### src/rtl/key_g_function_if.sv
// Handshake bundle between the AES-128 g-word generator and the key-word expansion stage.
interface key_g_function_if;
  logic         start;
  logic [127:0] key_in;
  logic         next_key_valid;
  logic [127:0] next_key;
  logic [127:0] roundkey;
  logic [31:0]  g;
  logic         g_valid;
  logic [3:0]   round;
  logic         busy;
  logic         done;

  modport master (
    output start, key_in, next_key_valid, next_key,
    input  roundkey, g, g_valid, round, busy, done
  );

  modport slave (
    input  start, key_in, next_key_valid, next_key,
    output roundkey, g, g_valid, round, busy, done
  );
endinterface

### src/rtl/key_g_function.sv
// AES-128 key-schedule g-word generator: RotWord + SubWord (one shared S-box, one byte
// per cycle) + Rcon, sequencing ten rounds with the downstream word-expansion stage.
module key_g_function #(
  parameter int NROUNDS = 10
) (
  input  logic              clk,
  input  logic              rst_n,
  key_g_function_if.slave   kif
);

  typedef enum logic [1:0] {
    ST_IDLE = 2'd0,
    ST_SUB  = 2'd1,
    ST_WAIT = 2'd2,
    ST_DONE = 2'd3
  } state_t;

  localparam logic [3:0] LAST_ROUND = 4'(NROUNDS);

  state_t       state_q, state_d;
  logic [1:0]   cnt_q, cnt_d;
  logic [7:0]   rcon_q, rcon_d;
  logic [127:0] rk_q, rk_d;
  logic [31:0]  g_q, g_d;
  logic [3:0]   round_q, round_d;
  logic [7:0]   sub_in_s;
  logic [7:0]   sub_out_s;

  function automatic logic [7:0] sbox(input logic [7:0] x);
    logic [7:0] s;
    case (x)
      8'h00: s = 8'h63; 8'h01: s = 8'h7c; 8'h02: s = 8'h77; 8'h03: s = 8'h7b; 8'h04: s = 8'hf2; 8'h05: s = 8'h6b; 8'h06: s = 8'h6f; 8'h07: s = 8'hc5;
      8'h08: s = 8'h30; 8'h09: s = 8'h01; 8'h0a: s = 8'h67; 8'h0b: s = 8'h2b; 8'h0c: s = 8'hfe; 8'h0d: s = 8'hd7; 8'h0e: s = 8'hab; 8'h0f: s = 8'h76;
      8'h10: s = 8'hca; 8'h11: s = 8'h82; 8'h12: s = 8'hc9; 8'h13: s = 8'h7d; 8'h14: s = 8'hfa; 8'h15: s = 8'h59; 8'h16: s = 8'h47; 8'h17: s = 8'hf0;
      8'h18: s = 8'had; 8'h19: s = 8'hd4; 8'h1a: s = 8'ha2; 8'h1b: s = 8'haf; 8'h1c: s = 8'h9c; 8'h1d: s = 8'ha4; 8'h1e: s = 8'h72; 8'h1f: s = 8'hc0;
      8'h20: s = 8'hb7; 8'h21: s = 8'hfd; 8'h22: s = 8'h93; 8'h23: s = 8'h26; 8'h24: s = 8'h36; 8'h25: s = 8'h3f; 8'h26: s = 8'hf7; 8'h27: s = 8'hcc;
      8'h28: s = 8'h34; 8'h29: s = 8'ha5; 8'h2a: s = 8'he5; 8'h2b: s = 8'hf1; 8'h2c: s = 8'h71; 8'h2d: s = 8'hd8; 8'h2e: s = 8'h31; 8'h2f: s = 8'h15;
      8'h30: s = 8'h04; 8'h31: s = 8'hc7; 8'h32: s = 8'h23; 8'h33: s = 8'hc3; 8'h34: s = 8'h18; 8'h35: s = 8'h96; 8'h36: s = 8'h05; 8'h37: s = 8'h9a;
      8'h38: s = 8'h07; 8'h39: s = 8'h12; 8'h3a: s = 8'h80; 8'h3b: s = 8'he2; 8'h3c: s = 8'heb; 8'h3d: s = 8'h27; 8'h3e: s = 8'hb2; 8'h3f: s = 8'h75;
      8'h40: s = 8'h09; 8'h41: s = 8'h83; 8'h42: s = 8'h2c; 8'h43: s = 8'h1a; 8'h44: s = 8'h1b; 8'h45: s = 8'h6e; 8'h46: s = 8'h5a; 8'h47: s = 8'ha0;
      8'h48: s = 8'h52; 8'h49: s = 8'h3b; 8'h4a: s = 8'hd6; 8'h4b: s = 8'hb3; 8'h4c: s = 8'h29; 8'h4d: s = 8'he3; 8'h4e: s = 8'h2f; 8'h4f: s = 8'h84;
      8'h50: s = 8'h53; 8'h51: s = 8'hd1; 8'h52: s = 8'h00; 8'h53: s = 8'hed; 8'h54: s = 8'h20; 8'h55: s = 8'hfc; 8'h56: s = 8'hb1; 8'h57: s = 8'h5b;
      8'h58: s = 8'h6a; 8'h59: s = 8'hcb; 8'h5a: s = 8'hbe; 8'h5b: s = 8'h39; 8'h5c: s = 8'h4a; 8'h5d: s = 8'h4c; 8'h5e: s = 8'h58; 8'h5f: s = 8'hcf;
      8'h60: s = 8'hd0; 8'h61: s = 8'hef; 8'h62: s = 8'haa; 8'h63: s = 8'hfb; 8'h64: s = 8'h43; 8'h65: s = 8'h4d; 8'h66: s = 8'h33; 8'h67: s = 8'h85;
      8'h68: s = 8'h45; 8'h69: s = 8'hf9; 8'h6a: s = 8'h02; 8'h6b: s = 8'h7f; 8'h6c: s = 8'h50; 8'h6d: s = 8'h3c; 8'h6e: s = 8'h9f; 8'h6f: s = 8'ha8;
      8'h70: s = 8'h51; 8'h71: s = 8'ha3; 8'h72: s = 8'h40; 8'h73: s = 8'h8f; 8'h74: s = 8'h92; 8'h75: s = 8'h9d; 8'h76: s = 8'h38; 8'h77: s = 8'hf5;
      8'h78: s = 8'hbc; 8'h79: s = 8'hb6; 8'h7a: s = 8'hda; 8'h7b: s = 8'h21; 8'h7c: s = 8'h10; 8'h7d: s = 8'hff; 8'h7e: s = 8'hf3; 8'h7f: s = 8'hd2;
      8'h80: s = 8'hcd; 8'h81: s = 8'h0c; 8'h82: s = 8'h13; 8'h83: s = 8'hec; 8'h84: s = 8'h5f; 8'h85: s = 8'h97; 8'h86: s = 8'h44; 8'h87: s = 8'h17;
      8'h88: s = 8'hc4; 8'h89: s = 8'ha7; 8'h8a: s = 8'h7e; 8'h8b: s = 8'h3d; 8'h8c: s = 8'h64; 8'h8d: s = 8'h5d; 8'h8e: s = 8'h19; 8'h8f: s = 8'h73;
      8'h90: s = 8'h60; 8'h91: s = 8'h81; 8'h92: s = 8'h4f; 8'h93: s = 8'hdc; 8'h94: s = 8'h22; 8'h95: s = 8'h2a; 8'h96: s = 8'h90; 8'h97: s = 8'h88;
      8'h98: s = 8'h46; 8'h99: s = 8'hee; 8'h9a: s = 8'hb8; 8'h9b: s = 8'h14; 8'h9c: s = 8'hde; 8'h9d: s = 8'h5e; 8'h9e: s = 8'h0b; 8'h9f: s = 8'hdb;
      8'ha0: s = 8'he0; 8'ha1: s = 8'h32; 8'ha2: s = 8'h3a; 8'ha3: s = 8'h0a; 8'ha4: s = 8'h49; 8'ha5: s = 8'h06; 8'ha6: s = 8'h24; 8'ha7: s = 8'h5c;
      8'ha8: s = 8'hc2; 8'ha9: s = 8'hd3; 8'haa: s = 8'hac; 8'hab: s = 8'h62; 8'hac: s = 8'h91; 8'had: s = 8'h95; 8'hae: s = 8'he4; 8'haf: s = 8'h79;
      8'hb0: s = 8'he7; 8'hb1: s = 8'hc8; 8'hb2: s = 8'h37; 8'hb3: s = 8'h6d; 8'hb4: s = 8'h8d; 8'hb5: s = 8'hd5; 8'hb6: s = 8'h4e; 8'hb7: s = 8'ha9;
      8'hb8: s = 8'h6c; 8'hb9: s = 8'h56; 8'hba: s = 8'hf4; 8'hbb: s = 8'hea; 8'hbc: s = 8'h65; 8'hbd: s = 8'h7a; 8'hbe: s = 8'hae; 8'hbf: s = 8'h08;
      8'hc0: s = 8'hba; 8'hc1: s = 8'h78; 8'hc2: s = 8'h25; 8'hc3: s = 8'h2e; 8'hc4: s = 8'h1c; 8'hc5: s = 8'ha6; 8'hc6: s = 8'hb4; 8'hc7: s = 8'hc6;
      8'hc8: s = 8'he8; 8'hc9: s = 8'hdd; 8'hca: s = 8'h74; 8'hcb: s = 8'h1f; 8'hcc: s = 8'h4b; 8'hcd: s = 8'hbd; 8'hce: s = 8'h8b; 8'hcf: s = 8'h8a;
      8'hd0: s = 8'h70; 8'hd1: s = 8'h3e; 8'hd2: s = 8'hb5; 8'hd3: s = 8'h66; 8'hd4: s = 8'h48; 8'hd5: s = 8'h03; 8'hd6: s = 8'hf6; 8'hd7: s = 8'h0e;
      8'hd8: s = 8'h61; 8'hd9: s = 8'h35; 8'hda: s = 8'h57; 8'hdb: s = 8'hb9; 8'hdc: s = 8'h86; 8'hdd: s = 8'hc1; 8'hde: s = 8'h1d; 8'hdf: s = 8'h9e;
      8'he0: s = 8'he1; 8'he1: s = 8'hf8; 8'he2: s = 8'h98; 8'he3: s = 8'h11; 8'he4: s = 8'h69; 8'he5: s = 8'hd9; 8'he6: s = 8'h8e; 8'he7: s = 8'h94;
      8'he8: s = 8'h9b; 8'he9: s = 8'h1e; 8'hea: s = 8'h87; 8'heb: s = 8'he9; 8'hec: s = 8'hce; 8'hed: s = 8'h55; 8'hee: s = 8'h28; 8'hef: s = 8'hdf;
      8'hf0: s = 8'h8c; 8'hf1: s = 8'ha1; 8'hf2: s = 8'h89; 8'hf3: s = 8'h0d; 8'hf4: s = 8'hbf; 8'hf5: s = 8'he6; 8'hf6: s = 8'h42; 8'hf7: s = 8'h68;
      8'hf8: s = 8'h41; 8'hf9: s = 8'h99; 8'hfa: s = 8'h2d; 8'hfb: s = 8'h0f; 8'hfc: s = 8'hb0; 8'hfd: s = 8'h54; 8'hfe: s = 8'hbb; 8'hff: s = 8'h16;
      default: s = 8'h00;
    endcase
    return s;
  endfunction

  function automatic logic [7:0] xtime(input logic [7:0] b);
    return {b[6:0], 1'b0} ^ (b[7] ? 8'h1b : 8'h00);
  endfunction

  // RotWord folded into the byte pick: cnt 0..3 selects W3 bytes 2,1,0,3.
  always_comb begin
    case (cnt_q)
      2'd0:    sub_in_s = rk_q[23:16];
      2'd1:    sub_in_s = rk_q[15:8];
      2'd2:    sub_in_s = rk_q[7:0];
      default: sub_in_s = rk_q[31:24];
    endcase
    sub_out_s = sbox(sub_in_s) ^ ((cnt_q == 2'd0) ? rcon_q : 8'h00);
  end

  // Next-state and datapath update for the round sequencer.
  always_comb begin
    state_d = state_q;
    cnt_d   = cnt_q;
    rcon_d  = rcon_q;
    rk_d    = rk_q;
    g_d     = g_q;
    round_d = round_q;
    case (state_q)
      ST_IDLE: begin
        if (kif.start) begin
          rk_d    = kif.key_in;
          round_d = 4'd1;
          rcon_d  = 8'h01;
          cnt_d   = 2'd0;
          state_d = ST_SUB;
        end else begin
          state_d = ST_IDLE;
        end
      end
      ST_SUB: begin
        g_d[(5'd24 - {cnt_q, 3'b000}) +: 8] = sub_out_s;
        cnt_d = cnt_q + 2'd1;
        if (cnt_q == 2'd3) begin
          state_d = ST_WAIT;
        end else begin
          state_d = ST_SUB;
        end
      end
      ST_WAIT: begin
        if (kif.next_key_valid) begin
          rk_d = kif.next_key;
          if (round_q < LAST_ROUND) begin
            round_d = round_q + 4'd1;
            rcon_d  = xtime(rcon_q);
            cnt_d   = 2'd0;
            state_d = ST_SUB;
          end else begin
            state_d = ST_DONE;
          end
        end else begin
          state_d = ST_WAIT;
        end
      end
      ST_DONE: state_d = ST_IDLE;
      default: state_d = ST_IDLE;
    endcase
  end

  // State and datapath registers.
  always_ff @(posedge clk or negedge rst_n) begin
    if (!rst_n) begin
      state_q <= ST_IDLE;
      cnt_q   <= 2'd0;
      rcon_q  <= 8'h01;
      rk_q    <= 128'd0;
      g_q     <= 32'd0;
      round_q <= 4'd0;
    end else begin
      state_q <= state_d;
      cnt_q   <= cnt_d;
      rcon_q  <= rcon_d;
      rk_q    <= rk_d;
      g_q     <= g_d;
      round_q <= round_d;
    end
  end

  assign kif.roundkey = rk_q;
  assign kif.g        = g_q;
  assign kif.round    = round_q;
  assign kif.g_valid  = (state_q == ST_WAIT);
  assign kif.busy     = (state_q != ST_IDLE);
  assign kif.done     = (state_q == ST_DONE);

endmodule

### src/flat_wrapper.sv
// flat-port wrapper written by rule: the top's interface ports become plain ports
module key_g_function_flat 
#(
  parameter int NROUNDS = 10
)
  (clk, rst_n, kif_start, kif_key_in, kif_next_key_valid, kif_next_key, kif_roundkey, kif_g, kif_g_valid, kif_round, kif_busy, kif_done);
  key_g_function_if kif_i ();
  input  logic clk;
  input  logic rst_n;
  input wire logic [$bits(kif_i.start)-1:0] kif_start;
  input wire logic [$bits(kif_i.key_in)-1:0] kif_key_in;
  input wire logic [$bits(kif_i.next_key_valid)-1:0] kif_next_key_valid;
  input wire logic [$bits(kif_i.next_key)-1:0] kif_next_key;
  output wire logic [$bits(kif_i.roundkey)-1:0] kif_roundkey;
  output wire logic [$bits(kif_i.g)-1:0] kif_g;
  output wire logic [$bits(kif_i.g_valid)-1:0] kif_g_valid;
  output wire logic [$bits(kif_i.round)-1:0] kif_round;
  output wire logic [$bits(kif_i.busy)-1:0] kif_busy;
  output wire logic [$bits(kif_i.done)-1:0] kif_done;
  assign kif_i.start = kif_start;
  assign kif_i.key_in = kif_key_in;
  assign kif_i.next_key_valid = kif_next_key_valid;
  assign kif_i.next_key = kif_next_key;
  assign kif_roundkey = kif_i.roundkey;
  assign kif_g = kif_i.g;
  assign kif_g_valid = kif_i.g_valid;
  assign kif_round = kif_i.round;
  assign kif_busy = kif_i.busy;
  assign kif_done = kif_i.done;
  key_g_function #(.NROUNDS(NROUNDS)) u_core (.clk(clk), .rst_n(rst_n), .kif(kif_i));
endmodule
### config.mk
export PLATFORM = sky130hd
export DESIGN_NAME = key_g_function_flat
export DESIGN_NICKNAME = d
export VERILOG_FILES = /design/src/rtl/key_g_function_if.sv /design/src/rtl/key_g_function.sv /design/src/flat_wrapper.sv
export SDC_FILE = /design/constraint.sdc
export NUM_CORES = 1
export LEC_CHECK = 0
export ABC_AREA = 1
export CORE_MARGIN = 2
export CORE_UTILIZATION = 30
export CTS_CLUSTER_DIAMETER = 200
export DETAILED_ROUTE_END_ITERATION = 10
export PLACE_DENSITY = 0.72
export SYNTH_ARGS = -nofsm -noshare
export SYNTH_HDL_FRONTEND = slang
export SYNTH_SLANG_ARGS = --single-unit
### constraint.sdc
create_clock -name clk -period 3.2 [get_ports clk]
set_input_delay 0.96 -clock clk [delete_from_list [all_inputs] [get_ports clk]]
set_output_delay 0.96 -clock clk [all_outputs]
set_load 0.1 [all_outputs]
==> run metrics, run 1 <==
run status finished clean; vias in the first global route 13,566; Worst-Margin Slew 916.4 ps; htree depth 4; First DRT Iteration DRCs 1,415; max_slew headroom 0.3891; Top Ports 427; GRT overflow 0; cell count after synthesis between 1,500 and 2,000; Hold Buf Count CTS 0; Core Util, Final 0.4756; Avg Cell Area, Syn 6.789 um2; initial antenna violation count 4; post-synthesis async set-or-reset flop share 1.000; count leader, synth nand2_1; # nets final 2,428; Max Cap Viol 0; worst reg-to-reg setup slack 130 ps; num rows 70; Slew Viols, Final 0; M2 GR Usage 0.4937; post-synth top area cell dfrtp_1; post-route ant nets 0; Most Crowded Layer GR met2; setup violators final 0; Routed Wire Length roughly 57,000 um; critical path class reg2reg; FILL cells between 3,000 and 4,000; Hold Vio Cnt, Final 0; share of post-route cells with drive strength above 1 0.2128; first-pass GRT wire length 84,300 um; achievable frequency 0.3256 GHz; PortBufs roughly 430; Min-Delay Path Class in2async; clock latency on the worst-skew pair between 400 and 500 ps; gr usage total 0.2931; die height 196.6 um; CTS tree yes; core area approximately 0.037 mm2; clk buf depth 2; Sink Count 176; Die Wd around 200 um; Post-synth EDFFs 0; CP max FO 6; Commonest cells post-synth 605 x nand2_1, 237 x nand3_1, 184 x nor2_1; Starting Density 0.3039; area grow syn2layout 56.48%; Clock transition at path regs roughly 70 ps; worst endpoint data arrival time approximately 3500 ps; critical path endpoint category register; vias per cell 5.271; met3 GRT Util 0.05202; largest net degree at the start of global routing about 110; area share of the largest cell type after synthesis 0.3936; sequential element share of the synthesized area 0.3959; final worst path period share 0.9598; Worst R2R End u_core.kif.g[15]$_DFFE_PN0P_; FF-to-FF path depth 21; Yosys reg bits roughly 180; GP Congestion 1.003; Synth warnings 0; root buffer cell clkbuf_16; Mapped Area 0.01113 mm2; Inserted Clock Buffers 17; Layout Skew 7.121 ps; required time worst endpoint 3590 ps; Area contributors post-synth dfrtp_1 39%, nand2_1 20%, nand3_1 11%, a31oi_1 7.2%, nor2_1 6.2%; crit start category register; met1 GRT Util 0.3583; count of different cell masters after synthesis 36; Final min period 3071 ps; syn_nets roughly 1,900; dpl hpwl 44,940 um; die area 0.03865 mm2; Vias 13,885; 1st-pass router iterations 6; DRC 0; drt wl/cell 21.75 um; Post-synth top flop dfrtp_1; reg2reg start u_core.cnt_q[0]$_DFFE_PN0P_
[per-stage QoR]
stage / cells / hold slack, ps / setup WS [ps] / area, um2 / TNS (ps)
finish: 2634 / 467.9 / 128.7 / 17410 / 0
global route: 2634 / 499.6 / -4.870 / 17410 / -4.870
CTS: 2623 / 478.8 / 5.407 / 17090 / 0
detailed placement: 2591 / 476.4 / -64.15 / 16520 / -629.3
global placement: 2591 / 470.9 / -26.03 / 16520 / -118.4
floorplan: 1639 / 492.1 / 78.36 / 11140 / 0
[layout make-up]
| class | instances | area, um2 | share of cell area |
|---|---|---|---|
| multi-input cells | 1293 | 6282 | 0.3608 |
| repair buffers | 597 | 5359 | 0.3078 |
| flip-flops and latches | 176 | 4405 | 0.2530 |
| well taps | 468 | 585.6 | 0.03363 |
| clock buffers | 21 | 440.4 | 0.02529 |
| inverters | 64 | 245.2 | 0.01408 |
| clock inverters | 11 | 83.83 | 0.004815 |
| diodes | 4 | 10.01 | 0.0005749 |
[critical path, stage by stage, from the launching register on]
cell and delay, ps:
dfrtp_1 420, buf_4 160, ha_4 160, nand2_1 50
nand2_1 80, buf_4 150, o21ai_4 160, buf_12 140
ha_4 140, inv_1 50, nand3_1 100, buf_4 210
nand3_1 90, nand3_1 100, nand3_1 180, nand3_2 150
nand3_1 110, nand3b_1 120, nand2_1 80, nor2_2 130
nand3_1 80, nand2_1 130
[timing repair]
| item | 4_1_cts | 5_1_grt |
|---|---|---|
| gates resized for setup | 6 | 66 |
| setup endpoints to repair | 23 | 31 |
| buffers inserted | 0 | 7 |
| pin swaps | 0 | 8 |
[worst max-delay path by stage]
stage          slack (ps)                         from                      endpoint  cells after the start
2_1_floorplan          80  u_core.cnt_q[0]$_DFFE_PN0P_  u_core.kif.g[31]$_DFFE_PN0P_                     25
3_3_place_gp          -30  u_core.cnt_q[0]$_DFFE_PN0P_   u_core.kif.g[8]$_DFFE_PN0P_                     20
3_5_place_dp          -60  u_core.cnt_q[0]$_DFFE_PN0P_  u_core.kif.g[14]$_DFFE_PN0P_                     22
4_1_cts                 5  u_core.cnt_q[0]$_DFFE_PN0P_  u_core.kif.g[25]$_DFFE_PN0P_                     22
5_1_grt                -5  u_core.cnt_q[0]$_DFFE_PN0P_  u_core.kif.g[15]$_DFFE_PN0P_                     22
6_report              130  u_core.cnt_q[0]$_DFFE_PN0P_  u_core.kif.g[15]$_DFFE_PN0P_                     21
[layout by cell type, fill, tap and decap left out, types with 3 or more instances in the layout]
cell,instances
dfrtp_1,175
o22ai_1,4
inv_2,10
nand2_1,589
nand2_4,7
buf_12,18
o21ai_0,20
o211ai_1,13
nand3_1,230
nand2_2,22
nor2_1,170
o21ai_1,4
nor2_2,15
nand4_1,17
ha_4,7
clkinv_4,4
clkbuf_1,4
buf_4,320
clkbuf_16,17
o22ai_2,3
a31oi_1,128
inv_6,3
nand3_2,6
clkdlybuf4s50_1,258
ha_1,9
ha_2,3
inv_1,51
a21oi_1,23
clkinv_2,3
nor2_4,6
diode_2,4
[logic make-up after synthesis]
family	count (synthesis)	synth area share
AND/OR/NAND/NOR	1069	0.3996
adder cells (fa/ha/maj)	19	0.02137
AO/OA/AOI/OAI	205	0.1162
buffers and inverters	170	0.06691
flip-flops	176	0.3959
[registers in the layout (all words and copies together), names as in the netlist]
| register | cells |
|---|---|
| u_core.cnt_q | 2 |
| u_core.kif.g | 32 |
| u_core.kif.round | 4 |
| u_core.kif.roundkey | 128 |
| u_core.rcon_q | 8 |
| u_core.state_q | 2 |
[metal layers]
metal / wire length (um) / up-vias
met5: 0 / -
met4: 3045 / 0
met3: 4169 / 150
met2: 27820 / 691
met1: 22260 / 6567
li1: - / 6477
Power of run 1 is not shown: default switching activity piles up to over one toggle a cycle in this logic, so the estimate is an artifact.
==> inputs of run 2 (changes only) <==
--- a/config.mk
+++ b/config.mk
@@ -10,6 +10,8 @@
 export CORE_UTILIZATION = 30
 export CTS_CLUSTER_DIAMETER = 200
 export DETAILED_ROUTE_END_ITERATION = 10
+export GPL_TIMING_DRIVEN = 0
+export MAX_ROUTING_LAYER = met4
 export PLACE_DENSITY = 0.72
 export SYNTH_ARGS = -nofsm -noshare
 export SYNTH_HDL_FRONTEND = slang
==> run 2 against run 1 <==
Effect of this change: the flow now finishes with violations (negative setup slack); critical path depth increased by 1; core utilization increased by 2.1 points; fmax decreased by 4.5%.
==> run metrics, run 2 (synthesized netlist as in run 1, its figures left out) <==
CP max FO 5 (was 6); vias per cell 5.512 (was 5.271); achievable frequency 0.3109 GHz (was 0.3256 GHz); Max Cap Viol 0 (unchanged); max_slew headroom 0.2207 (was 0.3891); commonest non-fill, non-tap cell in the layout nand2_1 (unchanged); die area 0.03865 mm2 (unchanged); initial antenna violation count 15 (was 4); Routed Wire Length 65,030 um (was 57,300 um); Die Wd 196.6 um (unchanged); dpl hpwl 49,460 um (was 44,940 um); First DRT Iteration DRCs 1,542 (was 1,415); largest net degree at the start of global routing 104 (was 106); RSZ-0062 raised after global routing yes; # nets final 2,418 (was 2,428); Min-Delay Path Class in2async (unchanged); run status complete, but fails checks (was finished clean); Hold Buf Count CTS 0 (unchanged); first-pass GRT wire length 93,160 um (was 84,300 um); CTS tree yes (unchanged); num rows 70 (unchanged); core area 0.03661 mm2 (unchanged); final worst path period share 1.005 (was 0.9598); area grow syn2layout 63.35% (was 56.48%); Worst R2R End u_core.kif.g[8]$_DFFE_PN0P_ (was u_core.kif.g[15]$_DFFE_PN0P_); worst endpoint data arrival time 3610 ps (was 3460 ps); die height 196.6 um (unchanged); critical path endpoint category register (unchanged); clk buf depth 2 (unchanged); crit start category register (unchanged); FILL cells 3,550 (was 3,686); Sink Count 176 (unchanged); worst reg-to-reg setup slack -20 ps (was 130 ps); vias in the first global route 14,264 (was 13,566); root buffer cell clkbuf_16 (unchanged); required time worst endpoint 3590 ps (about the same); Hold Vio Cnt, Final 0 (unchanged); Inserted Clock Buffers 17 (unchanged); max reg flops 128 (unchanged); reg2reg start u_core.cnt_q[1]$_DFFE_PN0P_ (was u_core.cnt_q[0]$_DFFE_PN0P_); post-route ant nets 0 (unchanged); gr usage total 0.3405 (was 0.2931); FF-to-FF path depth 22 (was 21); PortBufs 426 (unchanged); Clock transition at path regs 70 ps (about the same); Slew Viols, Final 0 (unchanged); Layout Skew 9.592 ps (was 7.121 ps); Hold Slack 478.5 ps (was 467.9 ps); Vias 14,524 (was 13,885); Worst-Margin Slew 1165 ps (was 916.4 ps); failing checks negative setup slack; GP Congestion 1.036 (was 1.003); Starting Density 0.3039 (unchanged); clock latency on the worst-skew pair 460 ps (about the same); Top Ports 427 (unchanged); share of post-route cells with drive strength above 1 0.1515 (was 0.2128); DRC 0 (unchanged); GRT overflow 0 (unchanged); critical path class reg2reg (unchanged); htree depth 4 (unchanged); Final min period 3216 ps (was 3071 ps); 1st-pass router iterations 6 (unchanged); drt wl/cell 24.68 um (was 21.75 um); Final WS setup -16.16 ps (was 128.7 ps); most frequent cells in the layout 543 x nand2_1, 422 x clkdlybuf4s50_1, 191 x nand3_1 (was 589 x nand2_1, 320 x buf_4, 258 x clkdlybuf4s50_1); setup violators final 2 (was 0)
run 2: changes by cell type in the layout (fill, tap and decap cells not counted), sizes merged, moves of 2 or more:
cell	change
clkbuf	+65
dlymetal6s2s	+2
clkdlybuf4s50	+164
diode	+11
buf	-242
inv	-4
bufinv	+3
run 2: cell type report:
class / instances / area [um2] / area share
clock buffer: 21 / 480.5 / 0.02643
clock inverter: 11 / 151.4 / 0.008329
multi-input combinational: 1294 / 6857 / 0.3772
sequential: 176 / 4407 / 0.2424
antenna: 15 / 37.54 / 0.002065
tap: 468 / 585.6 / 0.03222
inverter: 64 / 275.3 / 0.01514
timing repair buffer: 484 / 4826 / 0.2655
buffer: 102 / 556.8 / 0.03063
run 2: routing by layer:
| metal | vias to the layer above | wire length, um | GRT usage |
|---|---|---|---|
| li1 | 6476 | - | - |
| met1 | 6881 | 24750 | 0.4056 |
| met2 | 924 | 30560 | 0.5416 |
| met3 | 243 | 5538 | 0.06571 |
| met4 | 0 | 4171 | 0.1941 |
| met5 | - | 0 | - |
run 2: worst max-delay path by stage:
stage	from	endpoint	cells past startpoint
after global placement	rst_n	u_core.kif.roundkey[31]$_DFFE_PN0P_	1
after detailed placement	u_core.cnt_q[0]$_DFFE_PN0P_	u_core.kif.g[9]$_DFFE_PN0P_	22
final	u_core.cnt_q[1]$_DFFE_PN0P_	u_core.kif.g[8]$_DFFE_PN0P_	22
after global routing	u_core.cnt_q[0]$_DFFE_PN0P_	u_core.kif.g[11]$_DFFE_PN0P_	24
after CTS	u_core.cnt_q[0]$_DFFE_PN0P_	u_core.kif.g[13]$_DFFE_PN0P_	24
after floorplan	u_core.cnt_q[0]$_DFFE_PN0P_	u_core.kif.g[31]$_DFFE_PN0P_	25
run 2: stage by stage:
step	setup slack, ps	cell area, um2	utilization	setup TNS [ps]	cells
2_1_floorplan	78.36	11140	-	0	1639
3_3_place_gp	-6159	15990	0.4367	-1112340	2533
3_5_place_dp	-1311	16020	0.4376	-37780	2534
4_1_cts	-26.16	17760	0.4851	-51.41	2613
5_1_grt	-113.1	18180	0.4965	-1243	2635
6_report	-16.16	18180	0.4965	-18.62	2635
run 2: timing repair:
action / 4_1_cts / 5_1_grt
endpoints found under the setup margin: 33 / 35
pin swaps: 49 / 48
cloned: 1 / 1
gates resized for setup: 193 / 102
setup buffers: 46 / 10
hold endpoints to repair: 0 / 0
run 2: critical path: stages (launching register included):
cell and delay, ps:
dfrtp_2 460, inv_2 130, ha_4 160, buf_6 140, nand2_1 90, nand2_4 140, nor2_2 60, nor2_4 160
ha_4 260, clkinv_8 90, nor2_4 50, buf_4 130, nor2_4 180, nor2_1 70, nor2_1 210, o21ai_1 100
nand3_1 110, nand3_1 130, nand2_1 100, nand2_1 60, nand2_2 100, nand4_1 110, nand2_1 80
Power of run 2 is left out for the same reason.
